===== src/rtl/rf_pkg.sv =====
// Shared opcodes, default geometry and the instruction bundle for the execute/writeback stage.
package rf_pkg;
  localparam int RF_DW   = 16;
  localparam int RF_AW   = 3;
  localparam int RF_NREG = 4;

  localparam logic [2:0] OP_ADD = 3'd0;
  localparam logic [2:0] OP_SUB = 3'd1;
  localparam logic [2:0] OP_AND = 3'd2;
  localparam logic [2:0] OP_OR  = 3'd3;
  localparam logic [2:0] OP_XOR = 3'd4;
  localparam logic [2:0] OP_SHL = 3'd5;
  localparam logic [2:0] OP_SHR = 3'd6;
  localparam logic [2:0] OP_LDI = 3'd7;

  typedef struct packed {
    logic [2:0]       op;
    logic [RF_AW-1:0] rd;
    logic [RF_AW-1:0] rsa;
    logic [RF_AW-1:0] rsb;
    logic [RF_DW-1:0] imm;
  } instr_t;

  // Only ADD/SUB produce a carry/borrow; every other op leaves the flag alone.
  function automatic logic is_arith(input logic [2:0] op);
    return (op == OP_ADD) || (op == OP_SUB);
  endfunction
endpackage


===== src/rtl/rf_alu.sv =====
// Combinational 16-bit ALU for the execute stage; zero latency, no flow control.
module rf_alu
  import rf_pkg::*;
#(
  parameter int DW = RF_DW
) (
  input  logic [2:0]    op_i,
  input  logic [DW-1:0] a_i,
  input  logic [DW-1:0] b_i,
  input  logic [DW-1:0] imm_i,
  output logic [DW-1:0] result_o,
  output logic          carry_o
);
  logic [DW:0] sum;
  logic [DW:0] diff;

  // The extra top bit is the carry-out for ADD and the borrow for SUB.
  assign sum  = {1'b0, a_i} + {1'b0, b_i};
  assign diff = {1'b0, a_i} - {1'b0, b_i};

  always_comb begin
    result_o = '0;
    carry_o  = 1'b0;
    case (op_i)
      OP_ADD: begin
        result_o = sum[DW-1:0];
        carry_o  = sum[DW];
      end
      OP_SUB: begin
        result_o = diff[DW-1:0];
        carry_o  = diff[DW];
      end
      OP_AND:  result_o = a_i & b_i;
      OP_OR:   result_o = a_i | b_i;
      OP_XOR:  result_o = a_i ^ b_i;
      OP_SHL:  result_o = a_i << b_i[3:0];
      OP_SHR:  result_o = a_i >> b_i[3:0];
      OP_LDI:  result_o = imm_i;
      default: result_o = '0;
    endcase
  end
endmodule


===== src/rtl/rf_exec_stage.sv =====
// Execute/writeback pipeline in front of the register file; accept-to-write latency 2, 1/cycle.
// stall drops in_ready combinationally while S1/WB keep draining.
module rf_exec_stage
  import rf_pkg::*;
#(
  parameter int DW   = RF_DW,
  parameter int AW   = RF_AW,
  parameter int NREG = RF_NREG
) (
  input  logic          clk,
  input  logic          rst_n,
  input  logic          in_valid,
  output logic          in_ready,
  input  logic [2:0]    in_op,
  input  logic [AW-1:0] in_rd,
  input  logic [AW-1:0] in_rsa,
  input  logic [AW-1:0] in_rsb,
  input  logic [DW-1:0] in_imm,
  input  logic          stall,
  output logic [AW-1:0] rdAddrA,
  input  logic [DW-1:0] rdDataA,
  output logic [AW-1:0] rdAddrB,
  input  logic [DW-1:0] rdDataB,
  output logic          write,
  output logic [AW-1:0] wrAddr,
  output logic [DW-1:0] wrData,
  output logic          carry,
  output logic          zero,
  output logic [15:0]   retired
);
  localparam logic [AW:0] NREG_C = (AW+1)'(NREG);

  typedef struct packed {
    logic          vld;
    logic [2:0]    op;
    logic [AW-1:0] rd;
    logic [DW-1:0] imm;
    logic [DW-1:0] a;
    logic [DW-1:0] b;
  } s1_t;

  s1_t           s1_q, s1_d;
  logic          write_q, write_d;
  logic [AW-1:0] wraddr_q, wraddr_d;
  logic [DW-1:0] wrdata_q, wrdata_d;
  logic          carry_q, carry_d;
  logic          zero_q, zero_d;
  logic [15:0]   retired_q, retired_d;

  logic          accept;
  logic [DW-1:0] fwd_a, fwd_b;
  logic [DW-1:0] alu_res;
  logic          alu_carry;

  function automatic logic in_range(input logic [AW-1:0] r);
    return {1'b0, r} < NREG_C;
  endfunction

  // Youngest producer wins: S1 result, then the pending WB write, then the file itself.
  function automatic logic [DW-1:0] fwd_sel(
    input logic [AW-1:0] src,
    input logic [DW-1:0] file_dat,
    input logic          s1_vld,
    input logic [AW-1:0] s1_rd,
    input logic [DW-1:0] s1_res,
    input logic          wb_wr,
    input logic [AW-1:0] wb_addr,
    input logic [DW-1:0] wb_dat
  );
    if (!in_range(src)) return '0;
    if (s1_vld && (s1_rd == src) && in_range(s1_rd)) return s1_res;
    if (wb_wr && (wb_addr == src)) return wb_dat;
    return file_dat;
  endfunction

  assign in_ready = !stall;
  assign accept   = in_valid && !stall;
  assign rdAddrA  = in_rsa;
  assign rdAddrB  = in_rsb;

  assign fwd_a = fwd_sel(in_rsa, rdDataA, s1_q.vld, s1_q.rd, alu_res, write_q, wraddr_q, wrdata_q);
  assign fwd_b = fwd_sel(in_rsb, rdDataB, s1_q.vld, s1_q.rd, alu_res, write_q, wraddr_q, wrdata_q);

  rf_alu #(.DW(DW)) u_alu (
    .op_i    (s1_q.op),
    .a_i     (s1_q.a),
    .b_i     (s1_q.b),
    .imm_i   (s1_q.imm),
    .result_o(alu_res),
    .carry_o (alu_carry)
  );

  always_comb begin
    s1_d     = s1_q;
    s1_d.vld = accept;
    if (accept) begin
      s1_d.op  = in_op;
      s1_d.rd  = in_rd;
      s1_d.imm = in_imm;
      s1_d.a   = fwd_a;
      s1_d.b   = fwd_b;
    end
  end

  // Out-of-range destinations still retire and set zero; they just never write the file.
  always_comb begin
    write_d   = s1_q.vld && in_range(s1_q.rd);
    wraddr_d  = wraddr_q;
    wrdata_d  = wrdata_q;
    carry_d   = carry_q;
    zero_d    = zero_q;
    retired_d = retired_q;
    if (s1_q.vld) begin
      wraddr_d  = s1_q.rd;
      wrdata_d  = alu_res;
      zero_d    = (alu_res == '0);
      retired_d = retired_q + 16'd1;
      if (is_arith(s1_q.op)) carry_d = alu_carry;
    end
  end

  always_ff @(posedge clk or negedge rst_n) begin
    if (!rst_n) begin
      s1_q      <= '0;
      write_q   <= 1'b0;
      wraddr_q  <= '0;
      wrdata_q  <= '0;
      carry_q   <= 1'b0;
      zero_q    <= 1'b0;
      retired_q <= '0;
    end else begin
      s1_q      <= s1_d;
      write_q   <= write_d;
      wraddr_q  <= wraddr_d;
      wrdata_q  <= wrdata_d;
      carry_q   <= carry_d;
      zero_q    <= zero_d;
      retired_q <= retired_d;
    end
  end

  assign write   = write_q;
  assign wrAddr  = wraddr_q;
  assign wrData  = wrdata_q;
  assign carry   = carry_q;
  assign zero    = zero_q;
  assign retired = retired_q;
endmodule


===== config.mk =====
export PLATFORM = sky130hd
export DESIGN_NAME = rf_exec_stage
export DESIGN_NICKNAME = d
export VERILOG_FILES = /design/src/rtl/rf_pkg.sv /design/src/rtl/rf_alu.sv /design/src/rtl/rf_exec_stage.sv
export SDC_FILE = /design/constraint.sdc
export NUM_CORES = 1
export LEC_CHECK = 0
export CORE_ASPECT_RATIO = 0.5
export CORE_MARGIN = 1.5
export CORE_UTILIZATION = 60
export CTS_CLUSTER_DIAMETER = 50
export DETAILED_ROUTE_END_ITERATION = 6
export MAX_ROUTING_LAYER = met4
export PLACE_DENSITY = 0.86
export SYNTH_ARGS = -nofsm -noshare
export SYNTH_HDL_FRONTEND = slang
export SYNTH_SLANG_ARGS = --single-unit

===== constraint.sdc =====
create_clock -name clk -period 4.8 [get_ports clk]
set_input_delay 0.96 -clock clk [delete_from_list [all_inputs] [get_ports clk]]
set_output_delay 0.96 -clock clk [all_outputs]
set_load 0.02 [all_outputs]

==> key figures <==
Placed design
  • Buffers added on ports: 108
  • DP Wirelength: 22900 um
  • Gpl congestion: 1.05

Run
  • Max_cap viols: 0

Synthesis
  • Post-synthesis net count: 1099
  • Ys flop type: dfrtp_1
  • Mean post-synth cell area: 8.42 um^2
  • Register bit total from synthesis: 93
  • Number of enable flip-flop cells after synthesis: 0
  • Syn Std Cell Area: 8280 um^2
  • Post-synth cell types: 84
  • Sequential element share of the synthesized area: 28.1%
  • Synth async-reset ratio: 100%
  • Synth warn: 0
  • Mapped Cells: 983

Finish
  • Register area: 2330 um^2
  • Multi-input logic area: 5420 um^2
  • Ratio of cells with drive above 1 in the final layout: 9.28%
  • Layout area overhead: 17.2%
  • Util after Layout: 71.8%
  • Nets: 1167
  • FILL cells: 990

Clock network
  • Hold-fix buffers, CTS: 0
  • CTS sink count: 93
  • CTS tree: built
  • Worst-path clk slew: 0.08 ns
  • CTS root buf: clkbuf_16
  • Max H-tree Level: 3
  • Clock buffer depth: 2
  • CTS Buf Count: 9
  • Post-CTS Setup Bufs: 0
  • Skew-Pair Late Insertion Delay: 0.36 ns
  • Post-CTS sizing: 0

STA
  • Slew headroom: 24.5%
  • Fin crit period: 3.97 ns
  • Final setup vio count: 0
  • Fmax: 252 MHz
  • RSZ-0062 raised after global routing: false
  • Slew @ Worst Pin: 1.13 ns
  • Setup Skew: 0.0129 ns
  • Final hold vios: 0
  • Setup_tns: 0 ns
  • Final Cycle Share: 82.7%
  • Slew Viols, Final: 0

Die
  • Die width: 169 um
  • Die area: 14600 um^2
  • Core Box Area: 13500 um^2
  • Initial Utilization: 61.3%
  • # IOs: 109
  • Die Height: 86.1 um
  • Row cnt: 30

Status
  • Status: complete, but fails checks
  • Failing checks: DRC

Drt
  • Drt pass-1 iters: 7
  • M1 WL: 12800 um
  • DRT iter0 DRCs: 1302
  • WL final: 30900 um
  • Routed wl met3: 4610 um
  • Vias per cell: 6.92
  • WL per Instance: 25.0 um
  • Top sig layer: met4
  • Wire length on met2: 12700 um
  • DRT antenna net count: 0
  • Post-route DRC: 5
  • Total number of vias: 8531

Setup path
  • CP Class: flop to flop
  • Crit start category: flop
  • Crit end category: flop
  • Crit-path max FO: 10
  • Worst EP arrival: 4.22 ns
  • Critical Path RT: 5.06 ns

Global routing
  • First-pass GRT wire length: 47700 um
  • Total grt overflow: 0
  • Vias in the first global route: 8274
  • Largest net degree at the start of global routing: 64
  • Total GRT Usage: 44.7%
  • Antenna violations before repair: 1

Power
  • LEAKAGE: 4.28 nW
  • PwrDens: 371 nW/um^2
  • Worst VDD drop: 0.325 mV
  • Total power: 3.60 mW

Hold path
  • Min-Delay Path Class: flop to flop
[cell families (layout without fill, tap and decap cells)]
group | Yosys count | count (layout) | share of synthesized area [%]
flip-flops | 93 | 93 | 28.1
other | 0 | 1 | 0
buffers and inverters | 128 | 201 | 6.54
multiplexers | 85 | 85 | 13.5
XOR/XNOR | 28 | 28 | 2.96
AO/OA/AOI/OAI | 259 | 259 | 21.7
AND/OR/NAND/NOR | 338 | 338 | 19.2
adder cells (fa/ha/maj) | 52 | 52 | 8.04
[placed cells by master (no fill, tap or decap), drive strengths merged, types with 13 or more instances in the layout]
cell type	count
a211oi	15
a21oi	48
buf	23
clkdlybuf4s50	107
dfrtp	93
ha	50
inv	58
mux2	26
mux2i	41
mux4	18
nand2	141
nand3	13
nand4	14
nor2	84
nor3	20
o211ai	32
o21ai	65
xnor2	19
[sequential cells by signal, summed over array words and instances (netlist names)]
name / count
s1_q: 55
carry: 1
zero: 1
write: 1
wrAddr: 3
wrData: 16
retired: 16
[synthesized netlist by cell type, drive strengths merged, types with 7 or more instances]
cell type / n / area (um^2)
nand2: 141 / 529
dfrtp: 93 / 2330
nor2: 84 / 315
o21ai: 65 / 325
inv: 54 / 203
ha: 50 / 626
a21oi: 48 / 248
clkbuf: 43 / 161
mux2i: 41 / 410
o211ai: 32 / 240
buf: 30 / 174
mux2: 26 / 293
nor3: 20 / 100
xnor2: 19 / 166
mux4: 18 / 413
a211oi: 15 / 130
nand4: 14 / 87.6
nand3: 13 / 65.1
nor2b: 12 / 75.1
a22o: 9 / 78.8
or3: 9 / 56.3
xor2: 9 / 78.8
a22oi: 7 / 52.6
o22ai: 7 / 43.8
[layer usage]
layer / GRT usage (%) / vias up
met5: - / -
met4: 11.3 / 0
met3: 16.3 / 87
met2: 62.4 / 622
met1: 61.1 / 4137
li1: - / 3685
[path summary, 6_finish.rpt]
check,to,from,cells past startpoint,slack (ns)
max in group asynchronous,s1_q[12],rst_n,2,3.14
hold reg to reg,s1_q[44],s1_q[44],2,0.48
min in group asynchronous,s1_q[2],rst_n,1,0.69
setup reg to reg,zero,s1_q[18],11,0.83
setup / recovery,zero,s1_q[18],11,0.83
hold / removal,s1_q[44],s1_q[44],2,0.48
[worst max-delay path, cell delays in order (launching register included)]
cell and delay [ns]:
dfrtp_1 0.64, inv_1 0.25, ha_1 0.44, o21ai_1 0.27, o21ai_0 0.15, a2111oi_0 0.46
nor3_1 0.15, mux2i_1 0.17, nor4bb_1 0.75, nor2b_1 0.22, nand4_1 0.13, o41ai_2 0.23
[cell type report]
cell class                      instances  area share, %
Multi-Input combinational cell        762           55.8
Sequential cell                        93           24.0
Timing Repair Buffer                  130           12.8
Clock buffer                            9           2.32
Tap cell                              176           2.27
Inverter                               55           2.13
Clock inverter                          7          0.658
Antenna cell                            1         0.0258
[metrics by stage]
stage	instance area [um^2]	hold WS, ns	cells	setup WS (ns)
floorplan	8280	0.439	983	1.58
global placement	9410	0.460	1216	1.17
detailed placement	9410	0.464	1216	1.04
CTS	9700	0.482	1232	1.04
global route	9700	0.517	1233	0.735
finish	9700	0.475	1233	0.832
[power by group]
part | switching [mW] | internal [mW]
logic | 1.04 | 0.693
registers | 0.214 | 0.915
clock network | 0.377 | 0.366
Power figures use the tool's default switching activity.
